## config.mk

```make
export PLATFORM = sky130hd
export DESIGN_NAME = background_fetch_datapath
export DESIGN_NICKNAME = d
export VERILOG_FILES = /design/src/rtl/background_fetch_datapath.sv
export SDC_FILE = /design/constraint.sdc
export NUM_CORES = 1
export LEC_CHECK = 0
export BUFFER_PORTS_ARGS = -buffer_cell sky130_fd_sc_hd__buf_4
export CORE_ASPECT_RATIO = 0.8
export CORE_UTILIZATION = 32
export CTS_CLUSTER_DIAMETER = 30
export CTS_CLUSTER_SIZE = 16
export DETAILED_ROUTE_END_ITERATION = 7
export REMOVE_ABC_BUFFERS = 1
export SETUP_SLACK_MARGIN = 0.02
export SYNTH_ARGS = -nofsm -noshare
export SYNTH_HDL_FRONTEND = slang
export SYNTH_SLANG_ARGS = --single-unit
```

## constraint.sdc

```tcl
create_clock -name clk -period 3.85 [get_ports clk]
set_clock_uncertainty 0.2 [all_clocks]
set_input_delay 0.9625 -clock clk [delete_from_list [all_inputs] [get_ports clk]]
set_output_delay 0.9625 -clock clk [all_outputs]
set_load 0.02 [all_outputs]
```

## src/rtl/background_fetch_datapath.sv

```systemverilog
// Background fetch datapath: turns controller strobes into VRAM/attribute reads and a panned pixel stream.
// Optional feature: define BG_FLIP_EN for per-tile horizontal/vertical flip from attribute bits 4/5.
module background_fetch_datapath #(
    parameter int LINE_PIXELS = 320,
    parameter int ADDR_W      = 16
) (
    input  logic              clk,
    input  logic              reset,
    input  logic              lineStarting,
    input  logic [3:0]        panOffset,
    input  logic [5:0]        coarseX,
    input  logic [7:0]        rowY,
    input  logic [ADDR_W-1:0] mapBase,
    input  logic [ADDR_W-1:0] attrBase,
    input  logic [ADDR_W-1:0] tileBase,
    input  logic              charAddrOut,
    input  logic              charDataIn,
    input  logic              palAddrOut,
    input  logic              palDataIn,
    input  logic              tileLowAddrOut,
    input  logic              tileLowDataIn,
    input  logic              tileHighAddrOut,
    input  logic              tileHighDataIn,
    input  logic              pixelOut,
    output logic [ADDR_W-1:0] vramAddr,
    output logic              vramRead,
    input  logic [7:0]        vramData,
    output logic [ADDR_W-1:0] attrAddr,
    output logic              attrRead,
    input  logic [7:0]        attrData,
    output logic [5:0]        pixelColor,
    output logic              pixelValid
);

    localparam int PC_W = $clog2(LINE_PIXELS + 1);

    logic            active;
    logic [2:0]      fine;
    logic [5:0]      tileIdx;
    logic [PC_W-1:0] pixCount;
    logic [7:0]      charLatch, attrLatch, loLatch;
    logic [7:0]      loPlane, hiPlane;
    logic [3:0]      palette;
    logic [2:0]      pixIdx;
    logic            firstTile, tileLoaded, flipReg;

    logic [5:0]        col;
    logic [10:0]       mapOff;
    logic [2:0]        tr;
    logic [ADDR_W-1:0] mapOffExt, tileAddr;
    logic [7:0]        curLo, curHi;
    logic [2:0]        curIdx, bitSel;
    logic [3:0]        curPal;
    logic              curFirst, curFlip, discard;
    logic              unusedBits;

    assign col       = coarseX + tileIdx;
    assign mapOff    = {rowY[7:3], col};
    assign mapOffExt = {{(ADDR_W-11){1'b0}}, mapOff};

`ifdef BG_FLIP_EN
    assign tr         = attrLatch[5] ? ~rowY[2:0] : rowY[2:0];
    assign unusedBits = ^{panOffset[3], attrLatch[7:6]};
`else
    assign tr         = rowY[2:0];
    assign unusedBits = ^{panOffset[3], attrLatch[7:4]};
`endif

    assign tileAddr = tileBase + {{(ADDR_W-12){1'b0}}, charLatch, 4'b0000}
                    + {{(ADDR_W-3){1'b0}}, tr};

    // The first pixel of a tile is taken straight from the bytes being loaded this cycle.
    always_comb begin
        // NOTE: every always_comb output gets a default first so no path can infer a latch.
        curLo    = loPlane;
        curHi    = hiPlane;
        curIdx   = pixIdx;
        curPal   = palette;
        curFirst = firstTile;
        curFlip  = flipReg;
        if (tileHighDataIn) begin
            curLo    = loLatch;
            curHi    = vramData;
            curIdx   = 3'd0;
            curPal   = attrLatch[3:0];
            curFirst = (tileIdx == 6'd0);
`ifdef BG_FLIP_EN
            curFlip  = attrLatch[4];
`endif
        end
        bitSel  = curFlip ? curIdx : ~curIdx;
        discard = (curFirst && (curIdx < fine)) || (pixCount == PC_W'(LINE_PIXELS));
    end

    always_ff @(posedge clk) begin
        if (reset) begin
            active     <= 1'b0;
            fine       <= '0;
            tileIdx    <= '0;
            pixCount   <= '0;
            charLatch  <= '0;
            attrLatch  <= '0;
            loLatch    <= '0;
            loPlane    <= '0;
            hiPlane    <= '0;
            palette    <= '0;
            pixIdx     <= '0;
            firstTile  <= 1'b0;
            tileLoaded <= 1'b0;
            flipReg    <= 1'b0;
            vramAddr   <= '0;
            vramRead   <= 1'b0;
            attrAddr   <= '0;
            attrRead   <= 1'b0;
            pixelColor <= '0;
            pixelValid <= 1'b0;
        end else begin
            // NOTE: single-cycle pulses default low here; a later non-blocking assignment in this block wins.
            vramRead   <= 1'b0;
            attrRead   <= 1'b0;
            pixelValid <= 1'b0;
            if (lineStarting) begin
                active     <= 1'b1;
                fine       <= panOffset[2:0];
                tileIdx    <= '0;
                pixCount   <= '0;
                tileLoaded <= 1'b0;
            end else if (active) begin
                if (charAddrOut) begin
                    vramAddr <= mapBase + mapOffExt;
                    vramRead <= 1'b1;
                end else if (tileLowAddrOut) begin
                    vramAddr <= tileAddr;
                    vramRead <= 1'b1;
                end else if (tileHighAddrOut) begin
                    vramAddr <= tileAddr + ADDR_W'(8);
                    vramRead <= 1'b1;
                end
                if (palAddrOut) begin
                    attrAddr <= attrBase + mapOffExt;
                    attrRead <= 1'b1;
                end
                if (charDataIn)    charLatch <= vramData;
                if (palDataIn)     attrLatch <= attrData;
                if (tileLowDataIn) loLatch   <= vramData;
                if (tileHighDataIn) begin
                    loPlane    <= loLatch;
                    hiPlane    <= vramData;
                    palette    <= attrLatch[3:0];
                    firstTile  <= (tileIdx == 6'd0);
                    flipReg    <= curFlip;
                    pixIdx     <= 3'd0;
                    tileIdx    <= tileIdx + 6'd1;
                    tileLoaded <= 1'b1;
                end
                if (pixelOut && (tileHighDataIn || tileLoaded)) begin
                    pixIdx <= curIdx + 3'd1;
                    if (!discard) begin
                        pixelValid <= 1'b1;
                        pixelColor <= {curPal, curHi[bitSel], curLo[bitSel]};
                        pixCount   <= pixCount + PC_W'(1);
                    end
                end
            end
        end
    end

endmodule

```

Word level (Yosys, flattened, before mapping)
Index checks and enable logic that the tools add are counted.
{"block": "classes", "addsub": 9, "n_lt_le_gt_ge": 2, "eq_ne": 1, "n_mux": 18, "bitwise": 5, "reduce_logical": 18}
{"cell": "2-to-1 mux 16 bit", "count": 3}
{"cell": "adder 16 x 11 -> 16 bit", "count": 2}
{"cell": "AND reduction 3 bit", "count": 6}
{"cell": "adder 16 x 12 -> 16 bit", "count": 1}
{"cell": "adder 16 x 3 -> 16 bit", "count": 1}
{"cell": "adder 16 x 4 -> 16 bit, second input constant", "count": 1}
{"cell": "2-to-1 mux 8 bit", "count": 2}
{"cell": "adder 9 x 1 -> 9 bit, second input constant", "count": 1}
{"cell": "equality test 9 bit, second input constant", "count": 1}
{"cell": "2-to-1 mux 1 bit", "count": 8}
{"cell": "adder 6 x 1 -> 6 bit, second input constant", "count": 1}
{"cell": "adder 6 bit", "count": 1}
{"cell": "binary-select mux 1 bit (select 3 bit)", "count": 2}
{"cell": "zero test 6 bit", "count": 1}
{"cell": "2-to-1 mux 3 bit", "count": 2}
{"cell": "less-than comparator 3 x 4 -> 1 bit, second input constant", "count": 1}
{"cell": "2-to-1 mux 4 bit", "count": 1}
{"cell": "inverter 1 bit", "count": 4}
{"cell": "AND reduction 2 bit", "count": 2}
{"cell": "AND reduction 4 bit", "count": 1}
{"cell": "OR reduction 4 bit", "count": 1}
{"cell": "adder 3 x 1 -> 3 bit, second input constant", "count": 1}
{"cell": "less-than comparator 3 bit", "count": 1}
{"cell": "inverter 3 bit", "count": 1}
{"cell": "5 further kinds", "count": 7}
{"block": "word_totals", "ff_bits": 105, "input_bits": 94, "out_inout_bits": 41, "word_cells": 72}

Depth between registers and ports, before layout
{"block": "logic_depth", "depth_word": 6, "mapped_depth": 16, "mapped_depth_nobuf": 16}

Worst setup path after synthesis
No wires, ideal clock.
{"block": "synth_path", "path_type": "in2reg", "from": "input coarseX[0]", "to": "register attrAddr[15]", "setup_time_ps": 86, "arrival_time_ps": 3857, "t_required_ps": 3564, "slack_ps": -292, "path_stages": 13, "path_buffers": 0, "path_cell_list": "ha_1 inv_1 fa_1 inv_1 ha_1 a21o_1 a21o_1 a2111oi_0 nor3_1 o31ai_1 nor3b_1 xnor2_1 a211oi_1"}
{"block": "synth_between", "elab_chain_len": 2}
{"element": "from (decl)", "line_no": "11", "text": "input logic [5:0] coarseX,"}
{"element": "adder 6 bit", "line_no": "57", "text": "assign col = coarseX + tileIdx;"}
{"element": "adder 16 x 11 -> 16 bit", "line_no": "140", "text": "attrAddr <= attrBase + mapOffExt;"}
{"element": "to (signal assigned)", "line_no": "140"}
{"element": "to (decl)", "line_no": "28", "text": "output logic [ADDR_W-1:0] attrAddr,"}
Every way passes these cells.
A chain may end at the register's enable or synchronous reset.

Final worst setup path
{"block": "layout_path", "from": "input coarseX[1]", "to": "register vramAddr[15]"}
{"block": "layout_between", "elab_chain_len": 3}
{"element": "adder 6 bit", "line_no": "57"}
{"element": "adder 16 x 11 -> 16 bit", "line_no": "130", "text": "vramAddr <= mapBase + mapOffExt;"}
{"element": "2-to-1 mux 16 bit", "line_no": "129", "text": "if (charAddrOut) begin"}
{"element": "to (signal assigned)", "line_no": "130"}
{"element": "to (signal assigned)", "line_no": "133", "text": "vramAddr <= tileAddr;"}
{"element": "to (signal assigned)", "line_no": "136", "text": "vramAddr <= tileAddr + ADDR_W'(8);"}
{"element": "to (decl)", "line_no": "25", "text": "output logic [ADDR_W-1:0] vramAddr,"}
Every way passes these cells.

==> metrics.txt <==
status=complete, no violations; Worst R2R End=attrAddr[12]; max_slew headroom=0.467; Post-DP HPWL=approximately 14,000 microns; Crit path required time=slightly below 4 ns; Boundary Pins=between 100 and 150; via count=6,157; Initial DRC Count=~300; CTS sink cnt=between 100 and 150; Mean Syn Cell Area=~8.1 sq um; final cell area excluding filler cells=between 8000 and 9000 sq um; reg2reg start=tileIdx[0]; vias per cell=~5; PwrDens=around 320 nW/um^2; buffer and inverter count on the worst path=1; CP endpoint kind=register; Critical Path Max Stage Delay=between 0.2 and 0.3 ns; Slowest-stage cell, CP=ha_1; Post-CTS Hold Buffers=0; Mapped Cells=807; Root Driver=clkbuf_16; Cell variety after synth=63; Total GRT Usage=0.176; Routed Antenna Nets=0; PortBufs=between 100 and 150; CTS tree=yes; Achievable Freq=approximately 0.27 GHz; Initial Utilization=0.328; nets=approximately 1,100; Top FF cell, synth=dfxtp_1; hold depth=2; gp weighted congestion=0.816; Overflow after GRT=0; Min-Delay Path Class=reg2reg; Fin Hold WS=roughly 0.25 ns; Max Cap Violations=0; critical path class=in2reg; placed cell area=between 8000 and 9000 sq um; Seq/Total Area, Yosys=0.322; largest net degree at the start of global routing=58; Max IR drop VDD=approximately 0.26 mV; final WL=between 15,000 and 20,000 microns; setup TNS=0 ns; Final period util=0.968; Layout area overhead=30.7%; DIE HEIGHT=about 130 microns; initial antenna violation count=0; Die Wd=about 160 microns; Total Power=between 2 and 3 mW; worst skew pair latency=about 0.35 ns; number of synthesized flops with an enable pin=0; Final Slew Violations=0; crit path cell chain=buf_4 -> ha_1 -> a21o_1 -> a21oi_2 -> o21bai_1 -> a21oi_2 -> xnor2_2 -> ha_1 -> nor3_1 -> o21ai_2 -> a31oi_4 -> a211oi_2 -> xor2_1 -> a32o_1 -> a31oi_1 -> nand2_1; Worst Hold Endpoint=loPlane[4]; # rows=between 40 and 50; CTS Buf Count=9; vias in the first global route=5,589; Worst R2R Path Depth=17; worst-margin pin slew=0.800 ns; DIE AREA=roughly 21,000 sq um; crit-path max FO=3; number of iterations in the first detailed-routing pass=5; share of cells above drive strength 1=0.256; first-pass GRT wire length=29,200 microns; register-to-register setup slack=0.38 ns; WL/cell=approximately 15 microns; hold violation count in the final report=0; CTS Buffer Depth=2; CTS HTree Levels=3; Worst setup SP type=input pin; core region area=between 15,000 and 20,000 sq um; Tmin final=around 3.7 ns; CP delay by family, top=compound AO/OA/AOI/OAI gates; Leak=about 3.5 nW; Synth Register Bits=approximately 110; worst hold start=loLatch[4]; CTS clk-pin slew, worst paths=~0.070 ns; CP Data Arrival Time=roughly 3.8 ns; YS warnings=0; mapped cell area=6530 sq um; DRC=0; Synth async-reset ratio=0; endpoints failing setup=0
[kinds of logic after synthesis]
group | Yosys count | synth area share
and+or+nand+nor | 308 | 0.221
AOI/OAI and AO/OA | 202 | 0.199
DFF | 105 | 0.322
buffers and inverters | 64 | 0.0385
xor gates and xnor gates | 57 | 0.0787
adders and majority gates | 51 | 0.102
muxes | 20 | 0.0385
[flip-flops by register name, summed over array words and instances (netlist names)]
register and flops:
attrAddr 16, vramAddr 16, pixCount 9, charLatch 8
hiPlane 8, loLatch 8, loPlane 8, pixelColor 6
tileIdx 6, attrLatch 4, palette 4, fine 3
pixIdx 3, active 1, attrRead 1, firstTile 1
pixelValid 1, tileLoaded 1, vramRead 1
[where the power goes]
part           total [mW]  switching [mW]  internal (mW)
Combinational       0.671           0.358          0.313
Sequential           1.14          0.0202           1.12
Clock               0.965           0.451          0.514
[layout by cell type (no fill, tap or decap), types with 4 or more instances in the layout]
cell / count
mux2i_1: 15
o211ai_1: 8
o21ai_0: 23
or2_2: 9
dfxtp_1: 105
nand3_1: 35
o21a_1: 4
ha_1: 46
a311oi_1: 4
mux4_2: 4
nand4_1: 13
a21oi_1: 79
nor2_1: 62
nor3_1: 14
a21oi_2: 7
xnor2_1: 32
o21bai_1: 4
and2_1: 8
nor2b_1: 8
nand2_1: 124
xor2_1: 22
nand2b_1: 10
a211oi_1: 16
clkbuf_16: 9
buf_4: 179
inv_1: 24
a21o_1: 13
o2111ai_1: 6
[synthesized netlist by cell type, drive strengths merged, types with 4 or more instances]
cell / count / share of area
a21o: 13 / 0.015
nand3: 35 / 0.027
mux2i: 15 / 0.023
nor3b: 4 / 0.0046
xnor2: 34 / 0.046
dfxtp: 105 / 0.32
nand2: 124 / 0.071
and2: 8 / 0.0077
a211oi: 19 / 0.022
mux4: 4 / 0.014
clkbuf: 30 / 0.017
o31ai: 4 / 0.0046
o21ai: 28 / 0.021
xor2: 22 / 0.029
fa: 4 / 0.012
o211ai: 9 / 0.011
nand2b: 10 / 0.0096
a311oi: 4 / 0.0054
o21a: 6 / 0.0071
o21bai: 4 / 0.0046
nor2b: 9 / 0.0086
nand4: 13 / 0.012
ha: 47 / 0.090
inv: 26 / 0.015
or2: 9 / 0.0086
a21oi: 86 / 0.066
nor2: 62 / 0.036
a31oi: 5 / 0.0048
buf: 8 / 0.0063
nor4: 6 / 0.0080
nor3: 15 / 0.011
o2111ai: 6 / 0.0080
a2111oi: 4 / 0.0082
[per-stage QoR]
| step | cells | worst slack, ns | utilization |
|---|---|---|---|
| global placement | 1210 | -0.394 | 0.404 |
| detailed placement | 1210 | -0.471 | 0.404 |
| global route | 1228 | -0.0399 | 0.429 |
| CTS | 1226 | 0.0336 | 0.420 |
| finish | 1229 | 0.124 | 0.429 |
| floorplan | 769 | -0.292 | - |
[final cells by class]
type,instances,area [sq um]
sequential,105,2100
fill,2040,11400
inverter,26,97.6
clock buffer,9,225
timing repair buffer,179,1340
antenna,1,2.50
clock inverter,7,77.6
tap,264,330
multi-input combinational,638,4360
[worst max path at each step]
| stage | from | endpoint | slack (ns) | depth (start not counted) |
|---|---|---|---|---|
| 2_1_floorplan | coarseX[0] | attrAddr[15] | -0.29 | 13 |
| 3_3_place_gp | coarseX[1] | vramAddr[14] | -0.39 | 16 |
| 3_5_place_dp | coarseX[1] | vramAddr[15] | -0.47 | 16 |
| 4_1_cts | coarseX[0] | attrAddr[15] | 0.03 | 16 |
| 5_1_grt | coarseX[1] | vramAddr[10] | -0.04 | 17 |
| 6_report | coarseX[1] | vramAddr[15] | 0.12 | 16 |
[worst min-delay path, cell delays in order (launching register included)]
cell	delay, ns
dfxtp_1	0.31
nand2_1	0.05
a21oi_1	0.05
[what timing repair did]
action | in CTS | in global routing
pin swaps | 0 | 13
endpoints found under the setup margin | 6 | 14
hold endpoints to repair | 0 | 0
gates resized for setup | 7 | 31
buffers inserted | 0 | 2
[per-layer routing]
metal,GRT usage,vias to the layer above,share of wire
met5,0,-,0
met4,0.0416,0,0.0076
met3,0.0283,12,0.032
met2,0.265,121,0.44
met1,0.259,2852,0.52
li1,-,3172,-
No activity file was read; power rests on OpenSTA's default activity.
